### src/rtl/wm_fifo_pkg.sv
// Shared constants and width helper for the watermark FIFO.
// Latency: n/a (compile-time definitions only).
// Backpressure: n/a.
package wm_fifo_pkg;

    localparam int WM_FIFO_DEPTH      = 8;
    localparam int WM_FIFO_DATA_WIDTH = 8;

    // Level/threshold/pointer width: one extra bit so that a count of DEPTH
    // is representable and pointers carry a wrap bit above the index.
    function automatic int calc_cw(input int depth);
        return $clog2(depth) + 1;
    endfunction

endpackage

### src/rtl/wm_fifo_mem.sv
// FIFO storage array: synchronous write port, asynchronous read port.
// Latency: a write is readable on the cycle after its rising edge.
// Backpressure: none; the caller only asserts we when a slot is free.
//
// Ports: clk, we/waddr/wdata (write), raddr/rdata (combinational read).
module wm_fifo_mem
    import wm_fifo_pkg::*;
#(
    parameter int DEPTH      = WM_FIFO_DEPTH,
    parameter int DATA_WIDTH = WM_FIFO_DATA_WIDTH,
    parameter int AW         = $clog2(DEPTH)
) (
    input  logic                  clk,
    input  logic                  we,
    input  logic [AW-1:0]         waddr,
    input  logic [DATA_WIDTH-1:0] wdata,
    input  logic [AW-1:0]         raddr,
    output logic [DATA_WIDTH-1:0] rdata
);

    logic [DATA_WIDTH-1:0] mem [DEPTH];

    // Contents are not reset; validity is tracked entirely by the pointers.
    always_ff @(posedge clk) begin
        if (we) begin
            mem[waddr] <= wdata;
        end
    end

    assign rdata = mem[raddr];

endmodule

### src/rtl/wm_fifo.sv
// Watermark FIFO: first-word-fall-through queue with level, almost_full /
// almost_empty watermarks, sticky watermark irq and optional sticky errors.
// Latency: a push into an empty FIFO shows rd_valid the next cycle.
// Backpressure: wr_ready = !full; a full FIFO refuses writes but still pops.
//
// Ports: clk, rst_n (sync, active-low), flush; wr_valid/wr_ready/wr_data;
// rd_valid/rd_ready/rd_data; level; hi_thresh/lo_thresh; almost_full,
// almost_empty; irq/irq_clr; ovf_err/unf_err/err_clr.
// Build option: define WM_FIFO_ERR_EN to enable ovf_err/unf_err; when it is
// undefined both flags read 0 and err_clr has no effect.
module wm_fifo
    import wm_fifo_pkg::*;
#(
    parameter int DEPTH      = WM_FIFO_DEPTH,
    parameter int DATA_WIDTH = WM_FIFO_DATA_WIDTH,
    localparam int CW        = calc_cw(DEPTH)
) (
    input  logic                  clk,
    input  logic                  rst_n,
    input  logic                  flush,
    input  logic                  wr_valid,
    output logic                  wr_ready,
    input  logic [DATA_WIDTH-1:0] wr_data,
    output logic                  rd_valid,
    input  logic                  rd_ready,
    output logic [DATA_WIDTH-1:0] rd_data,
    output logic [CW-1:0]         level,
    input  logic [CW-1:0]         hi_thresh,
    input  logic [CW-1:0]         lo_thresh,
    output logic                  almost_full,
    output logic                  almost_empty,
    output logic                  irq,
    input  logic                  irq_clr,
    output logic                  ovf_err,
    output logic                  unf_err,
    input  logic                  err_clr
);

    localparam int AW = CW - 1;

    logic [CW-1:0] wr_ptr;
    logic [CW-1:0] rd_ptr;
    logic [CW-1:0] level_q;
    logic          full;
    logic          empty;
    logic          push;
    logic          pop;
    logic          af_q;
    logic          irq_q;
    logic          irq_set;
    logic          mem_we;

    // Same index with opposite wrap bits means the writer is a full lap ahead.
    assign full  = (wr_ptr[AW-1:0] == rd_ptr[AW-1:0]) && (wr_ptr[AW] != rd_ptr[AW]);
    assign empty = (wr_ptr == rd_ptr);

    assign wr_ready = !full;
    assign rd_valid = !empty;
    assign push     = wr_valid && wr_ready;
    assign pop      = rd_valid && rd_ready;

    // Pointers and level: reset, then flush, dominate any handshake.
    always_ff @(posedge clk) begin
        if (!rst_n) begin
            wr_ptr  <= '0;
            rd_ptr  <= '0;
            level_q <= '0;
        end else if (flush) begin
            wr_ptr  <= '0;
            rd_ptr  <= '0;
            level_q <= '0;
        end else begin
            if (push) begin
                wr_ptr <= wr_ptr + CW'(1);
            end
            if (pop) begin
                rd_ptr <= rd_ptr + CW'(1);
            end
            if (push && !pop) begin
                level_q <= level_q + CW'(1);
            end else if (pop && !push) begin
                level_q <= level_q - CW'(1);
            end
        end
    end

    assign level = level_q;

    // A write swallowed by reset or flush must not land in the array either.
    assign mem_we = push && rst_n && !flush;

    wm_fifo_mem #(
        .DEPTH      (DEPTH),
        .DATA_WIDTH (DATA_WIDTH),
        .AW         (AW)
    ) u_mem (
        .clk   (clk),
        .we    (mem_we),
        .waddr (wr_ptr[AW-1:0]),
        .wdata (wr_data),
        .raddr (rd_ptr[AW-1:0]),
        .rdata (rd_data)
    );

    assign almost_full  = (level_q >= hi_thresh);
    assign almost_empty = (level_q <= lo_thresh);

    // Rising edge of almost_full, using the previous cycle's value held in
    // af_q. Flush does not touch this path, so irq survives a flush.
    assign irq_set = almost_full && !af_q;

    always_ff @(posedge clk) begin
        if (!rst_n) begin
            af_q  <= 1'b0;
            irq_q <= 1'b0;
        end else begin
            af_q <= almost_full;
            if (irq_set) begin
                irq_q <= 1'b1;
            end else if (irq_clr) begin
                irq_q <= 1'b0;
            end
        end
    end

    assign irq = irq_q;

`ifdef WM_FIFO_ERR_EN
    logic ovf_q;
    logic unf_q;

    // Sticky protocol errors; a new violation beats a clear in the same cycle.
    always_ff @(posedge clk) begin
        if (!rst_n) begin
            ovf_q <= 1'b0;
            unf_q <= 1'b0;
        end else begin
            if (wr_valid && !wr_ready) begin
                ovf_q <= 1'b1;
            end else if (err_clr) begin
                ovf_q <= 1'b0;
            end
            if (rd_ready && !rd_valid) begin
                unf_q <= 1'b1;
            end else if (err_clr) begin
                unf_q <= 1'b0;
            end
        end
    end

    assign ovf_err = ovf_q;
    assign unf_err = unf_q;
`else
    logic unused_err_clr;

    assign unused_err_clr = err_clr;
    assign ovf_err        = 1'b0;
    assign unf_err        = 1'b0;
`endif

endmodule
### config.mk
export PLATFORM = sky130hd
export DESIGN_NAME = wm_fifo
export DESIGN_NICKNAME = d
export VERILOG_FILES = /design/src/rtl/wm_fifo_pkg.sv /design/src/rtl/wm_fifo_mem.sv /design/src/rtl/wm_fifo.sv
export SDC_FILE = /design/constraint.sdc
export NUM_CORES = 1
export LEC_CHECK = 0
export CORE_ASPECT_RATIO = 2
export CORE_UTILIZATION = 38
export CTS_CLUSTER_DIAMETER = 200
export DETAILED_ROUTE_END_ITERATION = 7
export REMOVE_ABC_BUFFERS = 1
export SKIP_LAST_GASP = 1
export SYNTH_ARGS = -nofsm -noshare
export SYNTH_HDL_FRONTEND = slang
export SYNTH_SLANG_ARGS = --single-unit
### constraint.sdc
create_clock -name clk -period 2.2 [get_ports clk]
set_input_delay 0.33 -clock clk [delete_from_list [all_inputs] [get_ports clk]]
set_output_delay 0.33 -clock clk [all_outputs]
set_load 0.03 [all_outputs]
# ---- After elaboration in Yosys (flattened, before gate mapping)
# Memories as Yosys holds them, arrays and structs flattened. A register that Yosys moved wholly into a read port is not among the register bits.
# Cells that the tools add are included.
dict set report totals {
  output_inout_bits 19
  ram_bits 64
  mem_count 1
  reg_bits 14
  in_bits 23
}
# name depth width rd rd_clocked_by_memory_dff write_ports line
set mem_list {}
lappend mem_list {u_mem.mem 8 8 1 1 1 wm_fifo_mem.sv:21} ;# logic [DATA_WIDTH-1:0] mem [DEPTH];
dict set report op_classes {
  n_eq_ne 3
  reduce_logical 17
  add_sub_neg 4
  magnitude_cmp 2
  n_bitwise 1
  muxes 8
}
# op count
set ops {}
lappend ops {{adder 4 x 1 -> 4 bit, second input constant} 3}
lappend ops {{logical AND 1 bit} 8}
lappend ops {{2-to-1 mux 4 bit} 2}
lappend ops {{logical NOT 1 bit} 6}
lappend ops {{2-to-1 mux 3 bit} 2}
lappend ops {{equality test 4 bit} 1}
lappend ops {{>= comparator 4 bit} 1}
lappend ops {{<= comparator 4 bit} 1}
lappend ops {{2-to-1 mux 1 bit} 4}
lappend ops {{nonzero test 2 bit} 2}
lappend ops {{subtractor 4 x 1 -> 4 bit, second input constant} 1}
lappend ops {{equality test 3 bit} 1}
lappend ops {{OR reduction 2 bit} 1}
lappend ops {{inequality test 1 bit} 1}
lappend ops {{NOT 1 bit} 1}

# ---- Depth between registers and ports, before layout
# Gate-level depths: netlist (run 1).
dict set report logic_depth {
  word_depth 8
  depth_mapped 10
  mapped_depth_nobuf 9
}

# ---- Modules after synthesis
# A second synthesis (run 1) with hierarchy kept.
dict set report hier_totals {
  hier_cells 220
  hier_area_um2 3547.2
}
# mod seq_area_each_um2 cells_each instances area_per_inst_um2
set by_module_without_submodules {}
lappend by_module_without_submodules {wm_fifo_mem 1921.8 106 1 2531.2}
lappend by_module_without_submodules {wm_fifo 280.3 114 1 1016.0}

# ---- Least setup slack after synthesis (run 1)
# OpenSTA, ideal clock, no wires.
dict set report synth_timing {
  path_kind {register -> register}
  from {register wr_ptr[1]}
  to {register level_q[3] (netlist: level[3])}
  path_stages_with_launch 11
  arrival_ns 2.333
  required_time_ns 2.143
  synth_period_minus_slack_ns 2.390
  setup_time_ns 0.057
  path_slack_ns -0.190
  path_cell_list {dfxtp_1 buf_6 xor2_2 o41ai_4 ha_1 inv_1 ha_1 nand3_1 a211o_1 a211oi_1 a31o_2}
}
dict set report synth_between {
  elab_chain_len 7
  word_cells_on_any_way 13
  cone_classes {eq/ne: 2; mux: 1; reduce/logical: 10}
}
# item line
set synth_lines {}
lappend synth_lines {{start, declared} wm_fifo.sv:41} ;# logic [CW-1:0] wr_ptr;
lappend synth_lines {{start signal, assigned} wm_fifo.sv:74} ;# wr_ptr <= wr_ptr + CW'(1);
lappend synth_lines {{equality test 3 bit} wm_fifo.sv:54} ;# assign full = (wr_ptr[AW-1:0] == rd_ptr[AW-1:0]) && (wr_ptr[AW] != rd_ptr[AW]);
lappend synth_lines {{logical AND 1 bit} wm_fifo.sv:54}
lappend synth_lines {{logical NOT 1 bit} wm_fifo.sv:57} ;# assign wr_ready = !full;
lappend synth_lines {{logical AND 1 bit} wm_fifo.sv:59} ;# assign push = wr_valid && wr_ready;
lappend synth_lines {{logical NOT 1 bit} wm_fifo.sv:81} ;# end else if (pop && !push) begin
lappend synth_lines {{logical AND 1 bit} wm_fifo.sv:81}
lappend synth_lines {{nonzero test 2 bit (no line)} n/a}
lappend synth_lines {{end signal, assigned} wm_fifo.sv:80} ;# level_q <= level_q + CW'(1);
lappend synth_lines {{end signal, assigned} wm_fifo.sv:82} ;# level_q <= level_q - CW'(1);
lappend synth_lines {{end, declared} wm_fifo.sv:43} ;# logic [CW-1:0] level_q;
# Several ways; a longest one is shown, not always the timed one.
# A chain may end at the register's enable or synchronous reset.

# ---- Worst setup path in the final report (run 1)
dict set report layout_timing {
  from {register wr_ptr[3]}
  to {register level_q[3] (netlist: level[3])}
}
dict set report layout_between {
  elab_chain_len 7
  word_cells_on_any_way 13
  cone_classes {eq/ne: 2; mux: 1; reduce/logical: 10}
}
# item line
set layout_lines {}
lappend layout_lines {{inequality test 1 bit} wm_fifo.sv:54}
lappend layout_lines {{logical AND 1 bit} wm_fifo.sv:54}
lappend layout_lines {{logical NOT 1 bit} wm_fifo.sv:57}
lappend layout_lines {{logical AND 1 bit} wm_fifo.sv:59}
lappend layout_lines {{logical NOT 1 bit} wm_fifo.sv:81}
lappend layout_lines {{logical AND 1 bit} wm_fifo.sv:81}
lappend layout_lines {{nonzero test 2 bit (no line)} n/a}
# Several ways; a longest one is shown, not always the timed one.

==> impl_metrics.tcl, run 1 <==
set metrics [dict create \
    status "finished, violations left" \
    violations "DRC, setup timing" \
    cts_buffers 9 \
    pre_cts_ws_ns -0.278 \
    yosysUniqueCellTypes 41 \
    cp-startpoint "wr_ptr[3]$_SDFFE_PP0P_" \
    grtUsageMet1_pct 15.2 \
    fin_worst_skew_ns 0.00659 \
    r2r-start "wr_ptr[3]$_SDFFE_PP0P_" \
    diodes 0 \
    track_usage_pct 16.9 \
    grt_pass1_vias 2351 \
    hold_class "reg -> reg" \
    syn2layout_area_growth_pct 36.8 \
    worst-path-buf-inv 1 \
    crit_chain "xor2_4 > o41ai_4 > ha_2 > inv_4 > ha_4 > a21oi_2 > a211o_1 > a211oi_2 > a31o_2" \
    critPathRequiredTime_ns 2.47 \
    syn_avg_cell_area_um2 15.8 \
    post-route-drc-count 8 \
    worst_setup_path_start_kind "flip-flop" \
    worst_path_max_delay_cell "o41ai_4" \
    ios 42 \
    synth_edf_count 64 \
    cts_tree "done" \
    hold_start "irq$_SDFFE_PN0P_" \
    rsz0062_at_grt "true" \
    vias 2172 \
    fin_area_um2 4920 \
    htree_levels 3 \
    path_clk_slew_ns 0.06 \
    antenna_found_initial 0 \
    wl_um 7650 \
    coreArea_um2 9070 \
    path_max_fanout 4 \
    wl_per_cell_um 17.8 \
    first_pass_iters 6 \
    grt.overflow.total 0 \
    nNetsFinal 360 \
    power.total_mw 3.44 \
    syn_inst 228 \
    p_leak_nw 1.81 \
    fin_crit_sh_pct 104 \
    clock_sinks 81 \
    fmaxAchievable_mhz 439 \
    path_delay_family "compound AO/OA/AOI/OAI gates" \
    gp_congestion 0.762 \
    synth_seq_cells 81 \
    maxCapViolCount 0 \
    clk_latency_ns 0.33 \
    yosysWarnings 0 \
    ant_nets 0 \
    placed_cell_area_um2 4400 \
    dpl.hpwl_um 5420 \
    synth_async_sr_flop_share_pct 0 \
    cts-root-buf "clkbuf_16" \
    worst_slack_ns -0.0781 \
    drv_slew 0 \
    power_density_nw_per_um2 700 \
    yosys_most_used_dff "edfxtp_1" \
    portBuffers 38 \
    ys_seq_area_share_pct 63.0 \
    crit_arrival_ns 2.55 \
    grt_use_met2_pct 33.7 \
    die_w_um 70.8 \
    grt_max_degree 17 \
    setup_viol 2 \
    viasPerCell 5.05 \
    min_period_ns 2.28 \
    max_stage_delay_ns 0.37 \
    initial_utilization_pct 39.6 \
    cts_buffer_depth 2 \
    syn_area_um2 3590 \
    num_rows 49 \
    peakVddDrop_mv 0.408 \
    hold_slack_ns 0.467 \
    grt-busiest-layer "met2" \
    grt_use_met3_pct 3.11 \
    die_h_um 140 \
    hold_violations 0 \
    fp.dieArea_um2 9870 \
    ctsHoldBuffers 0 \
    drive_above_1_share_pct 41.8 \
    drt_iter0_markers 130 \
    grt_pass1_wl_um 12000 \
    path_class "reg -> reg" \
    fin_tns_setup_ns -0.0898 \
    cp-end-kind "flip-flop" \
]
==> cells in the final DEF (no fill, tap or decap), types with 3 or more instances in the layout <==
master,instances
buf_12,3
buf_2,5
buf_4,52
buf_6,7
clkbuf_16,10
clkdlybuf4s50_1,25
dfxtp_1,8
dfxtp_2,4
dfxtp_4,5
edfxtp_1,64
ha_1,9
ha_4,3
inv_1,9
mux2_2,5
mux2_4,3
mux4_2,16
nand2_1,8
nand3_1,5
nand4_1,4
nor2_1,15
nor2b_1,3
nor3_1,4
o21ai_0,3
or3_1,4
xnor2_1,4
==> synthesized netlist by cell type (all sizes together), types with 5 or more instances <==
cell type,count,share of area (%)
buf,9,2.0
dfxtp,17,9.5
edfxtp,64,53
ha,13,4.5
inv,11,1.1
mux2,8,2.5
mux4,16,10
nand2,8,0.84
nand3,6,0.84
nor2,15,1.6
nor3,5,0.84
xnor2,6,1.5
xor2,6,2.1
==> sequential cells by signal, indices dropped and copies added, names as in the netlist, named ones only <==
name and cells:
level 4, wr_ptr 4, af_q 1, u_mem.mem 64, irq 1, rd_ptr 4
==> worst paths after layout <==
path | endpoint | cells past startpoint | slack [ns]
setup / recovery | level[3]$_SDFFE_PP0P_ | 9 | -0.08
hold / removal | irq$_SDFFE_PN0P_ | 2 | 0.47
setup reg to reg | level[3]$_SDFFE_PP0P_ | 9 | -0.08
hold reg to reg | irq$_SDFFE_PN0P_ | 2 | 0.47
==> tightest hold or removal path, cell delays in order, from the launching register on <==
cell       delay [ns]
dfxtp_1          0.31
nand2_1          0.06
o2bb2ai_1        0.06
==> area by class of cell <==
cell class | count | area (um^2)
Fill cell | 783 | 4160
Sequential cell | 81 | 2290
Multi-Input combinational cell | 125 | 1330
Timing Repair Buffer | 95 | 840
Clock buffer | 13 | 272
Tap cell | 102 | 128
Inverter | 11 | 43.8
Clock inverter | 3 | 20.0
==> metal layers <==
metal | share of wire [%] | wire (um)
met2 | 61 | 4660
met3 | 2.6 | 197
met4 | 3.3 | 250
met5 | 0 | 0
met1 | 33 | 2540
==> kinds of logic (layout without fill, tap and decap cells) <==
logic type	after synthesis	count (layout)	synth area share, %
other	1	2	0.104
adder cells (fa/ha/maj)	14	14	5.08
buffers and inverters	23	122	3.48
AO/OA/AOI/OAI	20	20	4.56
flip-flops	81	81	63.0
multiplexers	26	26	13.1
AND/OR/NAND/NOR	51	51	7.17
XOR/XNOR	12	12	3.55
==> what timing repair did <==
item / in CTS / in global routing
setup endpoints to repair: 15 / 14
gates cloned: 1 / 0
buffers inserted: 6 / 3
pin swaps: 9 / 8
resized for setup: 63 / 25
==> through the flow <==
step / util, % / instances
after floorplan: - / 217
after global placement: 48.5 / 405
after detailed placement: 48.5 / 405
after CTS: 53.5 / 428
after global routing: 54.2 / 430
final: 54.2 / 430
==> power by group <==
group          internal [mW]  total, mW  switching [mW]  leakage, nW
registers               1.66       1.67          0.0107        0.720
clock network          0.867       1.43           0.561        0.146
logic                  0.175      0.342           0.167        0.944
total                   2.70       3.44           0.738         1.81
No activity file was read; power rests on OpenSTA's default activity.
==> run 2, diff against run 1 <==
--- a/config.mk
+++ b/config.mk
@@ -5,10 +5,13 @@
 export SDC_FILE = /design/constraint.sdc
 export NUM_CORES = 1
 export LEC_CHECK = 0
+export CELL_PAD_IN_SITES_DETAIL_PLACEMENT = 1
+export CELL_PAD_IN_SITES_GLOBAL_PLACEMENT = 2
 export CORE_ASPECT_RATIO = 2
-export CORE_UTILIZATION = 38
+export CORE_UTILIZATION = 36
 export CTS_CLUSTER_DIAMETER = 200
 export DETAILED_ROUTE_END_ITERATION = 7
+export PLACE_DENSITY_LB_ADDON = 0.1
 export REMOVE_ABC_BUFFERS = 1
 export SKIP_LAST_GASP = 1
 export SYNTH_ARGS = -nofsm -noshare
==> impl_metrics.tcl, run 2 (synthesized netlist as in run 1, its figures left out) <==
set metrics [dict create \
    seqCellArea_um2 2280 \
    status "finished, violations left" \
    violations "setup timing" \
    min_period_ns 2.26 \
    fmaxAchievable_mhz 442 \
    hold_slack_ns 0.478 \
    grt_max_degree 17 \
    num_rows 51 \
    path_class "reg -> reg" \
    critPathRequiredTime_ns 2.48 \
    syn2layout_area_growth_pct 36.9 \
    vias 2172 \
    fin_worst_skew_ns 0.00609 \
    p_leak_nw 1.80 \
    swShare_pct 20.2 \
    path_max_fanout 4 \
    crit_arrival_ns 2.54 \
    die_w_um 72.6 \
    dp_cells 429 \
    post-route-drc-count 0 \
    grt_pass1_wl_um 12500 \
    hold_violations 0 \
    portBuffers 38 \
    path_clk_slew_ns 0.06 \
    fin_util_pct 50.7 \
    largest_reg_flops 64 \
    seq_power_share_pct 45.3 \
    track_usage_pct 16.9 \
    rsz0062_at_grt "true" \
    switchingPower_uw 748 \
    drv_slew 0 \
    cts_buffer_depth 2 \
    die_h_um 143 \
    internal-power_mw 2.95 \
    cts_tree "done" \
    maxCapViolCount 0 \
    peakVddDrop_mv 0.445 \
    grt_pass1_vias 2375 \
    gp_congestion 0.765 \
    multi_input_area_um2 1300 \
    power_density_nw_per_um2 751 \
    wl_um 8050 \
    drive_above_1_share_pct 39.1 \
    largest-register "u_mem.mem" \
    cts-root-buf "clkbuf_16" \
    layout_commonest_cell "edfxtp_1" \
    stdcell_count 452 \
    setup_viol 3 \
    viasPerCell 4.81 \
    combPwrFrac_pct 9.1 \
    initial_utilization_pct 37.0 \
    coreArea_um2 9700 \
    dpl.hpwl_um 5650 \
    cp-end-kind "flip-flop" \
    nFillCells 1010 \
    drt_iter0_markers 72 \
    htree_levels 3 \
    power.total_mw 3.70 \
    clock_sinks 81 \
    hold_class "reg -> reg" \
    cts_buffers 9 \
    worst_slack_ns -0.0643 \
    layout_common_cells "edfxtp_1, buf_4, clkdlybuf4s50_1" \
    first_pass_iters 4 \
    clk_latency_ns 0.33 \
    diodes 0 \
    wl_per_cell_um 17.8 \
    nNetsFinal 352 \
    worst_setup_path_start_kind "flip-flop" \
    ant_nets 0 \
    pwr-share-clk_pct 45.6 \
    antenna_found_initial 0 \
    grt.overflow.total 0 \
    fp.dieArea_um2 10400 \
    ctsHoldBuffers 0 \
    ios 42 \
    fin_crit_sh_pct 103 \
]
[run 2: changes by cell type in the layout (fill, tap and decap cells not counted), moves of 2 or more]
cell / before / now
buf_4: 52 / 44
bufinv_16: 0 / 3
clkdlybuf4s15_2: 2 / 0
dfxtp_1: 8 / 10
dfxtp_4: 5 / 2
[run 2: path summary, 6_finish.rpt]
check	from	endpoint	slack [ns]	cells after the start
setup / recovery	rd_ptr[3]$_SDFFE_PP0P_	level[3]$_SDFFE_PP0P_	-0.06	9
setup reg to reg	rd_ptr[3]$_SDFFE_PP0P_	level[3]$_SDFFE_PP0P_	-0.06	9
hold reg to reg	irq$_SDFFE_PN0P_	irq$_SDFFE_PN0P_	0.48	2
hold / removal	irq$_SDFFE_PN0P_	irq$_SDFFE_PN0P_	0.48	2
[run 2: routing by layer]
metal  part of all wire (%)  track usage (%)  vias to the layer above  routed length (um)
met4                    1.2             5.26                        0                  97
met2                     62             34.4                       28                4960
met3                    2.3             3.58                        9                 186
met1                     35             16.1                     1100                2810
li1                       -                -                     1035                   -
met5                      0                0                        -                   0
[run 2: final cells by class]
type,count,area share [%]
Timing Repair Buffer,87,16.3
Clock inverter,5,2.11
Tap cell,132,3.36
Inverter,11,0.890
Sequential cell,81,46.3
Multi-Input combinational cell,125,26.4
Clock buffer,11,4.73
[run 2: per-stage QoR]
step                      setup TNS [ns]  instance area [um^2]  setup WS (ns)
after floorplan                   -0.567                  3510         -0.222
after global placement            -0.829                  4390         -0.262
after detailed placement          -0.972                  4390         -0.285
after CTS                         -0.249                  4880        -0.0587
after global routing              -0.561                  4920         -0.172
final                             -0.101                  4920        -0.0643
[run 2: power groups by stage]
stage	clock [mW]	sequential, mW	combinational [mW]
finish	1.68	1.67	0.337
global route	1.78	1.68	0.367
CTS	1.71	1.67	0.336
detailed placement	0	1.71	0.317
global placement	0	1.71	0.311
floorplan	0	1.73	0.136
[run 2: repair_timing]
item,4_1_cts,5_1_grt
pin swaps,3,5
buffers inserted,5,1
gates cloned,1,0
gates resized for setup,63,18
setup endpoints to repair,14,12
[run 2: worst max-delay path: stages, from the launching register on]
cell	delay (ns)
dfxtp_2	0.33
xor2_2	0.19
o41ai_4	0.38
ha_2	0.28
inv_4	0.06
ha_4	0.28
a21oi_2	0.06
a211o_1	0.33
a211oi_2	0.18
a31o_2	0.12
